<file path="config.mk">
export PLATFORM = sky130hd
export DESIGN_NAME = tree_node_merge_arb
export DESIGN_NICKNAME = d
export VERILOG_FILES = /design/src/rtl/tree_node_merge_arb.sv
export SDC_FILE = /design/constraint.sdc
export NUM_CORES = 1
export LEC_CHECK = 0
export ABC_AREA = 0
export CORE_MARGIN = 3
export CORE_UTILIZATION = 36
export DETAILED_ROUTE_END_ITERATION = 8
export HOLD_SLACK_MARGIN = 0.1
export MAX_ROUTING_LAYER = met4
export PLACE_DENSITY = 0.82
export SYNTH_ARGS = -nofsm -noshare
export SYNTH_HDL_FRONTEND = slang
export SYNTH_SLANG_ARGS = --single-unit
</file>
<file path="constraint.sdc">
create_clock -name clk -period 4.7 [get_ports clk]
set_input_delay 0.94 -clock clk [delete_from_list [all_inputs] [get_ports clk]]
set_output_delay 0.94 -clock clk [all_outputs]
set_load 0.05 [all_outputs]
</file>
<file path="src/rtl/tree_node_merge_arb.sv">
// Five-to-one round-robin merge node with a one-entry registered output stage.
// Define TREE_MERGE_LOCK_EN to hold the grant on one child until it sends in_last.
module tree_node_merge_arb #(
  parameter int DATA_W = 32,
  parameter int N_CH   = 5,
  parameter int SRC_W  = 3
) (
  input  logic                     clk,
  input  logic                     rst,
  input  logic [N_CH-1:0]          in_valid_i,
  input  logic [N_CH*DATA_W-1:0]   in_data_i,
  input  logic [N_CH-1:0]          in_last_i,
  output logic [N_CH-1:0]          in_ready_o,
  output logic                     out_valid_o,
  output logic [DATA_W-1:0]        out_data_o,
  output logic [SRC_W-1:0]         out_src_o,
  output logic                     out_last_o,
  input  logic                     out_ready_i
);

  logic              out_valid_q;
  logic [DATA_W-1:0] out_data_q;
  logic [SRC_W-1:0]  out_src_q;
  logic [SRC_W-1:0]  ptr_q, ptr_d;
  logic              load, accept, gnt_vld;
  logic [SRC_W-1:0]  gnt_idx;
  logic [SRC_W:0]    idx;
  logic [N_CH-1:0]   gnt_oh;
  logic [DATA_W-1:0] sel_data;

`ifdef TREE_MERGE_LOCK_EN
  typedef enum logic {IDLE, LOCKED} state_t;
  state_t            state_q;
  logic [SRC_W-1:0]  lock_ch_q;
  logic              out_last_q;
`else
  logic unused_last;
  assign unused_last = ^in_last_i;
`endif

  assign load = !out_valid_q || out_ready_i;

  // Search from ptr upward with wrap; the first valid child wins.
  always_comb begin
    gnt_vld = 1'b0;
    gnt_idx = '0;
    idx     = '0;
    for (int k = 0; k < N_CH; k++) begin
      idx = {1'b0, ptr_q} + (SRC_W+1)'(k);
      if (idx >= (SRC_W+1)'(N_CH)) idx = idx - (SRC_W+1)'(N_CH);
      if (!gnt_vld && in_valid_i[idx[SRC_W-1:0]]) begin
        gnt_vld = 1'b1;
        gnt_idx = idx[SRC_W-1:0];
      end
    end
`ifdef TREE_MERGE_LOCK_EN
    if (state_q == LOCKED) begin
      gnt_vld = in_valid_i[lock_ch_q];
      gnt_idx = lock_ch_q;
    end
`endif
  end

  always_comb begin
    gnt_oh   = '0;
    sel_data = '0;
    for (int i = 0; i < N_CH; i++) begin
      gnt_oh[i] = (gnt_idx == SRC_W'(i));
      if (gnt_idx == SRC_W'(i)) sel_data = in_data_i[i*DATA_W +: DATA_W];
    end
  end

  assign accept     = load && gnt_vld && !rst;
  assign in_ready_o = accept ? gnt_oh : '0;
  assign ptr_d      = (gnt_idx == SRC_W'(N_CH-1)) ? '0 : gnt_idx + 1'b1;

  always_ff @(posedge clk) begin
    if (rst) begin
      out_valid_q <= 1'b0;
      out_data_q  <= '0;
      out_src_q   <= '0;
      ptr_q       <= '0;
`ifdef TREE_MERGE_LOCK_EN
      out_last_q  <= 1'b0;
      state_q     <= IDLE;
      lock_ch_q   <= '0;
`endif
    end else begin
      if (accept) begin
        out_valid_q <= 1'b1;
        out_data_q  <= sel_data;
        out_src_q   <= gnt_idx;
`ifdef TREE_MERGE_LOCK_EN
        out_last_q  <= in_last_i[gnt_idx];
`endif
      end else if (out_ready_i) begin
        out_valid_q <= 1'b0;
      end
`ifdef TREE_MERGE_LOCK_EN
      // ptr only moves when a packet ends, so it stays frozen while locked.
      case (state_q)
        IDLE: if (accept) begin
          if (in_last_i[gnt_idx]) ptr_q <= ptr_d;
          else begin
            state_q   <= LOCKED;
            lock_ch_q <= gnt_idx;
          end
        end
        LOCKED: if (accept && in_last_i[gnt_idx]) begin
          state_q <= IDLE;
          ptr_q   <= ptr_d;
        end
        default: state_q <= IDLE;
      endcase
`else
      if (accept) ptr_q <= ptr_d;
`endif
    end
  end

  assign out_valid_o = out_valid_q;
  assign out_data_o  = out_data_q;
  assign out_src_o   = out_src_q;
`ifdef TREE_MERGE_LOCK_EN
  assign out_last_o  = out_last_q;
`else
  assign out_last_o  = 1'b0;
`endif

endmodule

</file>
==> reports/results.tsv <==
stage	metric	value	unit
synthesis	Synth Warn #	0	
clock_network	CTS sink cnt	39	
sta	unrepaired setup endpoints after global routing	yes	
synthesis	Post-Syn Nets	761	
sta	fin crit period	4.58	ns
die	starting density of the core	37.5	%
outcome	outcome	completed	
synthesis	mux share of post-synthesis cell area	3.33	%
grt	Top Usage Layer GRT	met2	
grt	met3 usage in global routing	4.42	%
synthesis	Cells after Synth	574	
synthesis	main combinational cell family by area after synthesis	compound AO/OA/AOI/OAI gates	
grt	vias in the first global route	5118	
synthesis	Post-Synth XOR/XNOR Area	0.222	%
sta	final worst path period share	97.5	%
final_layout	fin util	64.2	%
sta	final setup TNS	0	ns
clock_network	CTS tree	done	
grt	largest net degree at the start of global routing	65	
grt	M1 GR Usage	33.5	%
synthesis	Seq/Total Area, Yosys	19.8	%
worst_setup_path	CP required	3.76	ns
clock_network	clock transition at the registers of the reported paths	0.09	ns
clock_network	worst skew pair latency	0.30	ns
synthesis	synth top area cells	dfxtp_1 (20%), a21oi_1 (9.4%), nor2_1 (8.1%)	
die	Core ar.	10500	µm²
die	Die H	111	µm
synthesis	Yosys top cell by area	dfxtp_1	
worst_setup_path	R2R setup slack	0.46	ns
die	io pins	215	
route	antenna viol nets, final	0	
worst_setup_path	Worst R2R Path Depth	22	
route	WL final	17000	µm
route	Initial DRT Pass Iterations	5	
synthesis	Async S/R FF share, synth	0	%
power	pwr dens	1000	nW/µm²
final_layout	P&R area growth vs syn	71.2	%
final_layout	# nets final	978	
clock_network	H-tree levels	2	
die	die area	12200	µm²
min_path	class of the worst hold path	flip-flop to flip-flop	
synthesis	Post-synth EDFFs	0	
route	DRC Markers	0	
worst_setup_path	CP Capture Type	output port	
synthesis	most common cell in the netlist	nor2_1	
die	FP Rows	37	
grt	initial antenna violation count	0	
placed_design	PortBufs	208	
worst_setup_path	crit path kind	flip-flop to output port	
worst_setup_path	CP startpoint kind	flip-flop	
sta	slew margin rel.	61.2	%
clock_network	total CTS buffers	5	
sta	Worst-Margin Slew	0.580	ns
synthesis	Avg Synthesized Cell Area	6.87	µm²
clock_network	CTS hold repair buffers	0	
clock_network	CTS max path bufs	2	
synthesis	Top FF cell, synth	dfxtp_1	
synthesis	post-synthesis compound-gate area fraction	33.4	%
placed_design	placer congestion estimate	0.957	
sta	max-slew violations	0	
grt	global route overflow	0	
worst_setup_path	crit-path max FO	8	
sta	fmax	218	MHz
grt	met2 usage in global routing	44.4	%
power	Max IR drop VDD	0.643	mV
route	Iteration-0 DRC Markers	423	
route	via count	5232	
sta	final setup fails	0	
final_layout	Post-Layout Cell Count	928	
clock_network	CTS Root Cell	clkbuf_8	
synthesis	Adder-Cell Fraction of Synth Area	4.63	%
die	die width	111	µm
sta	Hold Vio Cnt, Final	0	
synthesis	Synth Area in Simple Gates	29.7	%
grt	global-route wire length before repair	26300	µm
sta	Clock Skew	0.00365	ns
final_layout	layout cell share with drive strength beyond 1	16.3	%
run	max_cap viols	0	
worst_setup_path	crit path capture	in_ready_o[3]	
worst_setup_path	Crit. Startpoint	ptr_q[0]	
final_layout	ANT cells	0	
synthesis	top cells by count, synth	nor2_1 (85), nand2_1 (83), a21oi_1 (74)	
synthesis	share of the synthesized area in the top cell type	19.8	%
placed_design	cell count after placement	903	
route	Wirelength per Cell	18.3	µm
placed_design	post-DP HPWL	12700	µm
grt	gr usage total	26.7	%
worst_setup_path	arrival time at the worst endpoint	3.64	ns
power	leakage power	0.00257	µW
final_layout	fillers	926	
worst_setup_path	Worst R2R Start	ptr_q[0]	
worst_setup_path	reg2reg end	out_data_o[6]	
synthesis	Synth Register Bits	39	
synthesis	Netlist Area Pre-Place	3940	µm²
route	DR vias/cell	5.64	
synthesis	Yosys cell types	73	
-- worst min path at each step --
stage	from	endpoint	slack (ns)	depth (start not counted)
finish	out_src_o[2]	out_src_o[2]	0.48	2
global route	out_src_o[2]	out_src_o[2]	0.50	2
CTS	out_src_o[2]	out_src_o[2]	0.48	2
detailed placement	out_src_o[2]	out_src_o[2]	0.47	2
global placement	out_src_o[2]	out_src_o[2]	0.46	2
floorplan	out_src_o[2]	out_src_o[2]	0.67	2
-- area by class of cell --
| class | count | area (µm²) | area share, % |
|---|---|---|---|
| inverter | 14 | 71.3 | 1.06 |
| clock inverter | 2 | 12.5 | 0.185 |
| sequential | 39 | 790 | 11.7 |
| tap | 136 | 170 | 2.52 |
| timing repair buffer | 268 | 2630 | 38.9 |
| clock buffer | 6 | 72.6 | 1.08 |
| multi-input combinational | 463 | 3010 | 44.5 |
-- worst max-delay path, stage by stage (launching register included) --
cell and delay (ns):
dfxtp_4 0.39, inv_8 0.05, buf_4 0.15, ha_4 0.16, ha_4 0.31, a21oi_4 0.09
and3_1 0.19, or3_4 0.41, o31ai_4 0.33, o21bai_1 0.16, nand2_1 0.11, a21oi_4 0.23
inv_1 0.10, ha_1 0.24, ha_4 0.16, and2_4 0.13, buf_6 0.14
-- layer usage --
layer  wire [µm]  part of all wire [%]  vias up
met4         463                   2.7        0
met3        1370                   8.1       37
met5           0                     0        -
met1        6870                    40     2403
met2        8320                    49      274
li1            -                     -     2518
-- logic make-up after synthesis --
kind of cell / count (synthesis)
simple gates: 249
mux: 8
xor+xnor: 1
flops: 39
fa+ha+maj: 14
buf+inv: 72
compound gates: 190
other cells: 1
-- power by group --
part           internal [µW]  leakage (µW)  total (µW)  switching (µW)
Combinational           2520       0.00221        5990            3470
Clock                    104     0.0000412         244             140
Sequential               451      0.000324         524            72.9
-- per-stage QoR --
stage                     power (µW)  hold slack [ns]  worst slack (ns)  cell area [µm²]
after floorplan                 4570            0.667           -0.0375             4100
after detailed placement        6180            0.471            -0.149             6410
after global routing            7350            0.500           -0.0682             6750
after global placement          6050            0.460           -0.0441             6410
after CTS                       6470            0.484           0.00398             6530
final                           6760            0.477             0.115             6750
-- cell usage in the layout (no fill, tap or decap), drive strengths merged, types with 4 or more instances in the layout --
cell           netlist  final
a31oi               32     32
mux4                 4      4
and2                 4      4
ha                  13     13
nor2b                5      5
nor3                 6      6
buf                 19     65
nand2               83     83
dfxtp               39     39
or3                 36     36
nand2b               5      5
o31ai                5      5
a21oi               76     76
and3                 7      7
o21ai               12     12
inv                 13     12
a211oi               4      4
nand3                6      6
o221ai              32     32
nor2                85     85
clkdlybuf4s50        0    199
clkbuf              39      6
-- timing repair --
item / CTS / global route
buffers inserted: 1 / 16
setup endpoints to repair: 5 / 5
gates resized for setup: 7 / 29
pin swaps: 2 / 17
-- registers in the layout, summed over array words and instances, names as in the netlist --
signal,flops
out_data_o,32
out_src_o,3
ptr_q,3
out_valid_o,1
No activity file was read; power rests on OpenSTA's default activity.
